===== src/rtl/regfile_pkg.sv =====
// regfile_pkg: shared sizes, the hardwired-zero register index and the arbiter state encoding.
package regfile_pkg;
    localparam int DATA_W = 32;
    localparam int ADDR_W = 5;
    localparam int NREGS = 32;
    localparam logic [4:0] REG_ZERO = 5'd0;
    typedef enum logic {INIT, RUN} state_t;
endpackage


===== src/rtl/rr_arbiter2.sv =====
// rr_arbiter2: two-way round-robin arbiter; bit 0 = A, bit 1 = B.
// The pointer remembers who was granted last and resets to B so that A wins the first tie.
module rr_arbiter2 (
    input  logic       clock,
    input  logic       reset_n,
    input  logic [1:0] req,
    output logic [1:0] grant
);
    logic last_b;
    always_comb grant = (req == 2'b11) ? (last_b ? 2'b01 : 2'b10) : req;
    always_ff @(posedge clock or negedge reset_n)
        if (!reset_n) last_b <= 1'b1;
        else if (|grant) last_b <= grant[1];
endmodule


===== src/rtl/regfile_write_arbiter.sv =====
// regfile_write_arbiter: owns the registerfile write port; zero-sweeps after reset, then
// round-robin shares it between two single-entry hold buffers and exports a pending-write map.
module regfile_write_arbiter #(
    parameter int DATA_W = regfile_pkg::DATA_W,
    parameter int ADDR_W = regfile_pkg::ADDR_W,
    parameter int NREGS = regfile_pkg::NREGS,
    parameter bit CLEAR_ON_RESET = 1'b1
) (
    input  logic              clock,
    input  logic              reset_n,
    input  logic              a_valid,
    output logic              a_ready,
    input  logic [ADDR_W-1:0] a_reg,
    input  logic [DATA_W-1:0] a_data,
    input  logic              b_valid,
    output logic              b_ready,
    input  logic [ADDR_W-1:0] b_reg,
    input  logic [DATA_W-1:0] b_data,
    output logic              regwrite,
    output logic [ADDR_W-1:0] writereg,
    output logic [DATA_W-1:0] writedata,
    output logic              init_done,
    output logic [NREGS-1:0]  busy
);
    import regfile_pkg::*;
    localparam logic [ADDR_W-1:0] LAST_REG = ADDR_W'(NREGS - 1);
    state_t state, state_next;
    logic [ADDR_W-1:0] sweep, reg_a, reg_b, sel_reg;
    logic [DATA_W-1:0] data_a, data_b, sel_data;
    logic held_a, held_b, run, acc_a, acc_b;
    logic [1:0] grant;

    rr_arbiter2 u_arb (
        .clock(clock),
        .reset_n(reset_n),
        .req({held_b, held_a}),
        .grant(grant)
    );

    always_comb begin
        state_next = (state == INIT && sweep == LAST_REG) ? RUN : state;
        run = state == RUN;
        a_ready = run & (~held_a | grant[0]);
        b_ready = run & (~held_b | grant[1]);
        acc_a = a_valid & a_ready;
        acc_b = b_valid & b_ready;
        sel_reg = grant[1] ? reg_b : reg_a;
        sel_data = grant[1] ? data_b : data_a;
        busy = '0;
        if (held_a) busy[reg_a] = 1'b1;
        if (held_b) busy[reg_b] = 1'b1;
        if (regwrite) busy[writereg] = 1'b1;
        busy[0] = 1'b0;
    end

    always_ff @(posedge clock or negedge reset_n)
        if (!reset_n) state <= CLEAR_ON_RESET ? INIT : RUN;
        else state <= state_next;

    always_ff @(posedge clock or negedge reset_n)
        if (!reset_n) begin
            held_a <= 1'b0;
            held_b <= 1'b0;
            reg_a <= '0;
            reg_b <= '0;
            data_a <= '0;
            data_b <= '0;
            sweep <= '0;
            regwrite <= 1'b0;
            writereg <= '0;
            writedata <= '0;
            init_done <= 1'b0;
        end else begin
            // a granted buffer may be refilled on the same edge it drains
            if (acc_a) begin
                held_a <= 1'b1;
                reg_a <= a_reg;
                data_a <= a_data;
            end else if (grant[0]) held_a <= 1'b0;
            if (acc_b) begin
                held_b <= 1'b1;
                reg_b <= b_reg;
                data_b <= b_data;
            end else if (grant[1]) held_b <= 1'b0;
            if (!run) begin
                regwrite <= 1'b1;
                writereg <= sweep;
                writedata <= '0;
                sweep <= sweep + 1'b1;
                init_done <= state_next == RUN;
            end else begin
                init_done <= 1'b1;
                // $0 requests still drain the buffer but never strobe the registerfile
                regwrite <= |grant && sel_reg != ADDR_W'(REG_ZERO);
                if (|grant) begin
                    writereg <= sel_reg;
                    writedata <= sel_data;
                end
            end
        end
endmodule


===== config.mk =====
export PLATFORM = sky130hd
export DESIGN_NAME = regfile_write_arbiter
export DESIGN_NICKNAME = d
export VERILOG_FILES = /design/src/rtl/regfile_pkg.sv /design/src/rtl/rr_arbiter2.sv /design/src/rtl/regfile_write_arbiter.sv
export SDC_FILE = /design/constraint.sdc
export NUM_CORES = 1
export LEC_CHECK = 0
export CORE_UTILIZATION = 49
export CTS_CLUSTER_DIAMETER = 150
export DETAILED_ROUTE_END_ITERATION = 16
export HOLD_SLACK_MARGIN = 0.15
export PLACE_DENSITY = 0.8
export SYNTH_ARGS = -nofsm -noshare
export SYNTH_HDL_FRONTEND = slang
export SYNTH_SLANG_ARGS = --single-unit

===== constraint.sdc =====
create_clock -name clock -period 3.7 [get_ports clock]
set_input_delay 0.37 -clock clock [delete_from_list [all_inputs] [get_ports clock]]
set_output_delay 0.37 -clock clock [all_outputs]
set_load 0.02 [all_outputs]

Word level (Yosys, flattened, before mapping)
Cells that the tools add are included.
{ "totals": {"input_bits": 78, "out_inout_bits": 73, "word_cells": 67, "reg_bits": 122} }
{ "op_classes": {"n_mux": 24, "eq_ne": 3, "bitwise": 11, "order_cmp": 6, "reduce_logical": 9, "addsub": 1} }
{ "op_table": {"columns": ["op", "count"], "rows": [
  ["$mux 32", 6],
  ["$or 32x32->32", 2],
  ["$lt 5x6->1 const B", 3],
  ["$demux 1 s5", 3],
  ["$ge 5x1->1 const B", 3],
  ["$mux 5", 3],
  ["$mux 1", 10],
  ["$add 5x1->5 const B", 1],
  ["$eq 5x5->1 const B", 1],
  ["$logic_and 1x1->1", 5],
  ["$reduce_bool 5->1", 1],
  ["$and 1x1->1", 4],
  ["$mux 2", 2],
  ["$reduce_bool 2->1", 2],
  ["$not 1->1", 3],
  ["$eq 2x2->1 const B", 1],
  ["$ne 2x1->1 const B", 1],
  ["$or 1x1->1", 2],
  ["$reduce_or 2->1", 1]
]} }

Logic depth before layout (Yosys ltp)
{ "logic_depth": {"depth_word": 9, "ltp_mapped": 6, "depth_no_buf": 4} }

Cells and area by module
From an unflattened synthesis, not the netlist that was laid out.
{ "hier_totals": {"hier_cells": 543, "hier_area_um2": 6049.6} }
{ "by_module_without_submodules": {"columns": ["mod", "instances", "cells_per_inst", "seq_area_each_um2", "area_each_um2"], "rows": [
  ["regfile_write_arbiter", 1, 537, 3002.9, 5995.8],
  ["rr_arbiter2", 1, 6, 26.3, 53.8]
]} }

Worst setup path before layout
No wires, ideal clock.
{ "synth_path": {"kind": "reg2out", "from": "register writereg[1]", "to": "output busy[4]", "t_arrival_ps": 1348, "path_buffers": 0, "required_time_ps": 3330, "path_slack_ps": 1982, "stages_incl_launch_ff": 4, "cell_sequence": "dfrtp_1 > nor3b_1 > a22oi_1 > nand2_1"} }
{ "synth_via": {"elab_chain_len": 6, "elab_cells_between_ends": 7, "classes_between": "2 x order compare; 3 x mux; 1 x bitwise; 1 x reduce/logical"} }
{ "synth_lines": {"columns": ["element", "line", "source"], "rows": [
  ["from (decl)", "regfile_write_arbiter.sv:20", "output logic [ADDR_W-1:0] writereg,"],
  ["from (signal assigned)", "regfile_write_arbiter.sv:87", "writereg <= sweep;"],
  ["from (signal assigned)", "regfile_write_arbiter.sv:96", "writereg <= sel_reg;"],
  ["$lt 5x6->1 (implied by the code) / $ge 5x1->1 (equally long branches)", "regfile_write_arbiter.sv:52", "if (regwrite) busy[writereg] = 1'b1;"],
  ["$logic_and 1x1->1 (implied by the code)", "regfile_write_arbiter.sv:52", null],
  ["$mux 1 (implied by the code)", "regfile_write_arbiter.sv:52", null],
  ["$demux 1 s5 *", "regfile_write_arbiter.sv:52", null],
  ["$or 32x32->32 (no source line) *", null, null],
  ["$mux 32 *", "regfile_write_arbiter.sv:52", null],
  ["to (decl)", "regfile_write_arbiter.sv:23", "output logic [NREGS-1:0] busy"]
]} }
Every way passes the cells marked *; elsewhere a longest branch is shown, timed or not.

Worst setup path in the final report
{ "layout_path": {"from": "register held_a", "to": "output busy[16]"} }
{ "layout_via": {"elab_chain_len": 5} }
{ "layout_lines": {"columns": ["element", "line", "source"], "rows": [
  ["from (decl)", "regfile_write_arbiter.sv:30", "logic held_a, held_b, run, acc_a, acc_b;"],
  ["from (signal assigned)", "regfile_write_arbiter.sv:62", "held_a <= 1'b0;"],
  ["from (signal assigned)", "regfile_write_arbiter.sv:76", "held_a <= 1'b1;"],
  ["from (signal assigned)", "regfile_write_arbiter.sv:79", "end else if (grant[0]) held_a <= 1'b0;"],
  ["$mux 32 *", "regfile_write_arbiter.sv:50", "if (held_a) busy[reg_a] = 1'b1;"],
  ["$or 32x32->32 (no source line)", null, null],
  ["$mux 32 *", "regfile_write_arbiter.sv:51", "if (held_b) busy[reg_b] = 1'b1;"],
  ["$or 32x32->32 (no source line)", null, null],
  ["$mux 32 *", "regfile_write_arbiter.sv:52", null]
]} }
Marked as above.

==> results.sh <==
export IMPL_run_status="finished clean"
export IMPL_design_core_area_sq_um=11400
export IMPL_slowest_delay_ns=0.66
export IMPL_antenna_cells_inserted=0
export IMPL_route_detailed_drc=0
export IMPL_synth_async_reset_ratio=1.00
export IMPL_grt_usage=0.260
export IMPL_antenna_left=0
export IMPL_netSwitchingFraction=0.328
export IMPL_met1_length_mm=6.38
export IMPL_setup_slack_ns=0.779
export IMPL_highest_achievable_clock_rate_ghz=0.342
export IMPL_worst_skew_pair_late_latency_ns=0.40
export IMPL_fin_crit_sh=0.789
export IMPL_fill_cells=827
export IMPL_multi_input_comb_area_sq_um=2520
export IMPL_fin_setup_tns_ns=0
export IMPL_postSynthRegisterBits=121
export IMPL_area_sequential_sq_um=3030
export IMPL_wl_met3_mm=1.23
export IMPL_worstSetupPathType="flop to primary output"
export IMPL_comb_power_share=0.333
export IMPL_worst_slew_pin_slew_ns=0.984
export IMPL_path_clk_slew_ns=0.05
export IMPL_std_cell_rows=39
export IMPL_nets=700
export IMPL_global_route_overflow_total=0
export IMPL_htree_levels=4
export IMPL_timing_critical_path_cells="nor3b_2 > a222oi_1 > inv_1 > clkdlybuf4s50_1"
export IMPL_ys_warn_count=0
export IMPL_detailedRoute_firstPassIterationCount=8
export IMPL_die_height_um=110
export IMPL_tritoncts_num_buffers=17
export IMPL_power_static_leakage_uw=0.00344
export IMPL_seq_area_frac_synth=0.526
export IMPL_netlist_area_sq_um=5760
export IMPL_drt_initial_drc_count=305
export IMPL_r2r_slack_ns=1.30
export IMPL_gp_congestion=0.848
export IMPL_most_instantiated_flip_flop_cell_in_the_synthesis_netlist="dfrtp_1"
export IMPL_irDropWorstVdd_mv=0.448
export IMPL_power_per_cell_area_nw_per_um2=701
export IMPL_synth_fp_nets=562
export IMPL_cts_tree="yes"
export IMPL_fin_skew_ns=0.00986
export IMPL_p_switching_uw=1820
export IMPL_syn_inst=482
export IMPL_cts_root_buf="clkbuf_16"
export IMPL_cts_resized=0
export IMPL_hold_depth=1
export IMPL_worst_hold_path_type="flop to flop"
export IMPL_slew_headroom=0.342
export IMPL_power_share_sequential=0.361
export IMPL_postSynthAreaPerCell_sq_um=11.9
export IMPL_layout_min_cycle_time_ns=2.92
export IMPL_detailroute_wirelength_met2_mm=7.42
export IMPL_maxCapViolations=0
export IMPL_grt_setup_unrepaired="no"
export IMPL_wire_length_of_the_first_global_routing_pass_mm=25.2
export IMPL_regToRegStartpoint="init_done$_DFF_PN0_"
export IMPL_p_clk_frac=0.305
export IMPL_timing_hold_worst_start="data_b[6]$_DFFE_PN0P_"
export IMPL_routed_top_layer="met4"
export IMPL_full_die_area_sq_um=12200
export IMPL_cts_sinks=121
export IMPL_maxSlewViolCount=0
export IMPL_grt_start_max_net_pins=122
export IMPL_drive_above_1_share=0.103
export IMPL_synth_distinct_cells=41
export IMPL_io_pins=151
export IMPL_cts_path_max_buffers=2
export IMPL_placement_io_buffers=149
export IMPL_worst_setup_path_end_kind="primary output"
export IMPL_ctsHoldBuffers=1
export IMPL_numPlacedInstances=743
export IMPL_fin_cells=776
export IMPL_vias_per_cell=5.84
export IMPL_worst_endpoint_required_ns=3.33
export IMPL_first_global_vias=4882
export IMPL_die_w_um=110
export IMPL_cellInternalPower_uw=3730
export IMPL_wl_per_cell_um=19.6
export IMPL_wl_mm=15.2
export IMPL_timing_final_setup_violations=0
export IMPL_antenna_found_initial=0
export IMPL_post_cts_setup_buffer_count=0
export IMPL_crit_path_top_delay_cell="dfrtp_1"
export IMPL_post_place_ws_ns=1.23
export IMPL_worstSetupStartpointType="flop"
export IMPL_synth_enable_flop_cells=0
export IMPL_hold_viol_final=0
export IMPL_place_detailed_hpwl_mm=10.2
export IMPL_floorplan_initialDensity=0.504
export IMPL_worstPathMaxFanout=17
export IMPL_worst_r2r_path_depth=4
export IMPL_detailroute_via_count=4535
export IMPL_area_delta_synth_final_pct=37.6
export IMPL_crit_arrival_ns=2.55
export IMPL_cp_startpoint="held_a$_DFFE_PN0P_"
==> cell usage after synthesis, types with 4 or more instances <==
library cell | instances | share of area
a221o_1 | 32 | 0.056
a22oi_1 | 29 | 0.038
and2_1 | 34 | 0.037
and3_1 | 7 | 0.0076
and3b_1 | 16 | 0.024
buf_2 | 11 | 0.0096
buf_6 | 8 | 0.016
clkbuf_1 | 15 | 0.0098
dfrtp_1 | 120 | 0.52
inv_1 | 5 | 0.0033
mux2_1 | 60 | 0.12
mux2_2 | 19 | 0.037
nand2_1 | 65 | 0.042
nor2b_1 | 6 | 0.0065
nor3_1 | 4 | 0.0035
nor3b_1 | 10 | 0.013
==> registers in the layout, indices dropped and copies added, names as in the netlist <==
name,flops
writereg,5
data_b,32
init_done,1
data_a,32
held_b,1
regwrite,1
reg_b,5
reg_a,5
sweep,5
u_arb.last_b,1
held_a,1
writedata,32
==> power groups by stage <==
stage	Sequential [uW]	Combinational, uW	Clock, uW
global route	2050	1970	1780
detailed placement	2000	1850	0
global placement	1990	1820	0
finish	2010	1850	1700
CTS	2000	1860	1720
floorplan	2090	907	0
==> routing by layer <==
layer  vias up  global-route usage
li1       2030                   -
met1      2267               0.323
met2       216               0.421
met3        22              0.0878
met4         0              0.0969
met5         -                   0
==> critical path: cells and delay by family (launching register included) <==
family	cells	cell delay, ns
flip-flops	1	0.66
AND/OR/NAND/NOR	1	0.57
buffers and inverters	2	0.70
AO/OA/AOI/OAI	1	0.22
==> placed cells by master (no fill, tap or decap), types with 5 or more instances in the layout <==
cell,Yosys,routed
and3b_1,16,16
and2_1,34,34
clkdlybuf4s50_1,0,148
and3_1,7,7
clkbuf_16,0,17
mux2_2,19,19
inv_1,5,5
nor3b_1,10,10
nand2_1,65,65
mux2_1,60,60
a22oi_1,29,29
dfrtp_1,120,120
buf_4,1,7
a221o_1,32,32
==> per-stage QoR <==
| stage | total power, uW | area (sq um) | hold WS [ns] | util |
|---|---|---|---|---|
| floorplan | 3000 | 5760 | 0.0744 | - |
| global placement | 3810 | 7300 | 0.468 | 0.640 |
| detailed placement | 3860 | 7300 | 0.476 | 0.640 |
| CTS | 5580 | 7920 | 0.487 | 0.694 |
| global route | 5800 | 7920 | 0.503 | 0.694 |
| finish | 5560 | 7920 | 0.486 | 0.694 |
==> cell type report <==
| cell class | count | area share |
|---|---|---|
| Sequential cell | 121 | 0.382 |
| Multi-Input combinational cell | 318 | 0.318 |
| Timing Repair Buffer | 157 | 0.197 |
| Clock buffer | 25 | 0.0625 |
| Tap cell | 143 | 0.0226 |
| Clock inverter | 7 | 0.0144 |
| Inverter | 5 | 0.00237 |
==> logic make-up after synthesis <==
group	after synthesis	share of synthesized area
muxes	79	0.154
and+or+nand+nor	153	0.149
xor gates and xnor gates	3	0.00456
DFF	121	0.526
other	1	0.000651
buffers and inverters	43	0.0415
adders and majority gates	2	0.00435
AOI/OAI and AO/OA	80	0.119
==> final timing paths <==
check	endpoint
worst max-delay path	busy[16]
worst min register to register	data_b[6]$_DFFE_PN0P_
worst max register to register	data_a[5]$_DFFE_PN0P_
worst min-delay path	data_b[6]$_DFFE_PN0P_
max in group asynchronous	data_b[1]$_DFFE_PN0P_
min in group asynchronous	data_a[29]$_DFFE_PN0P_
Note: power is estimated with default switching activity, not from simulation.
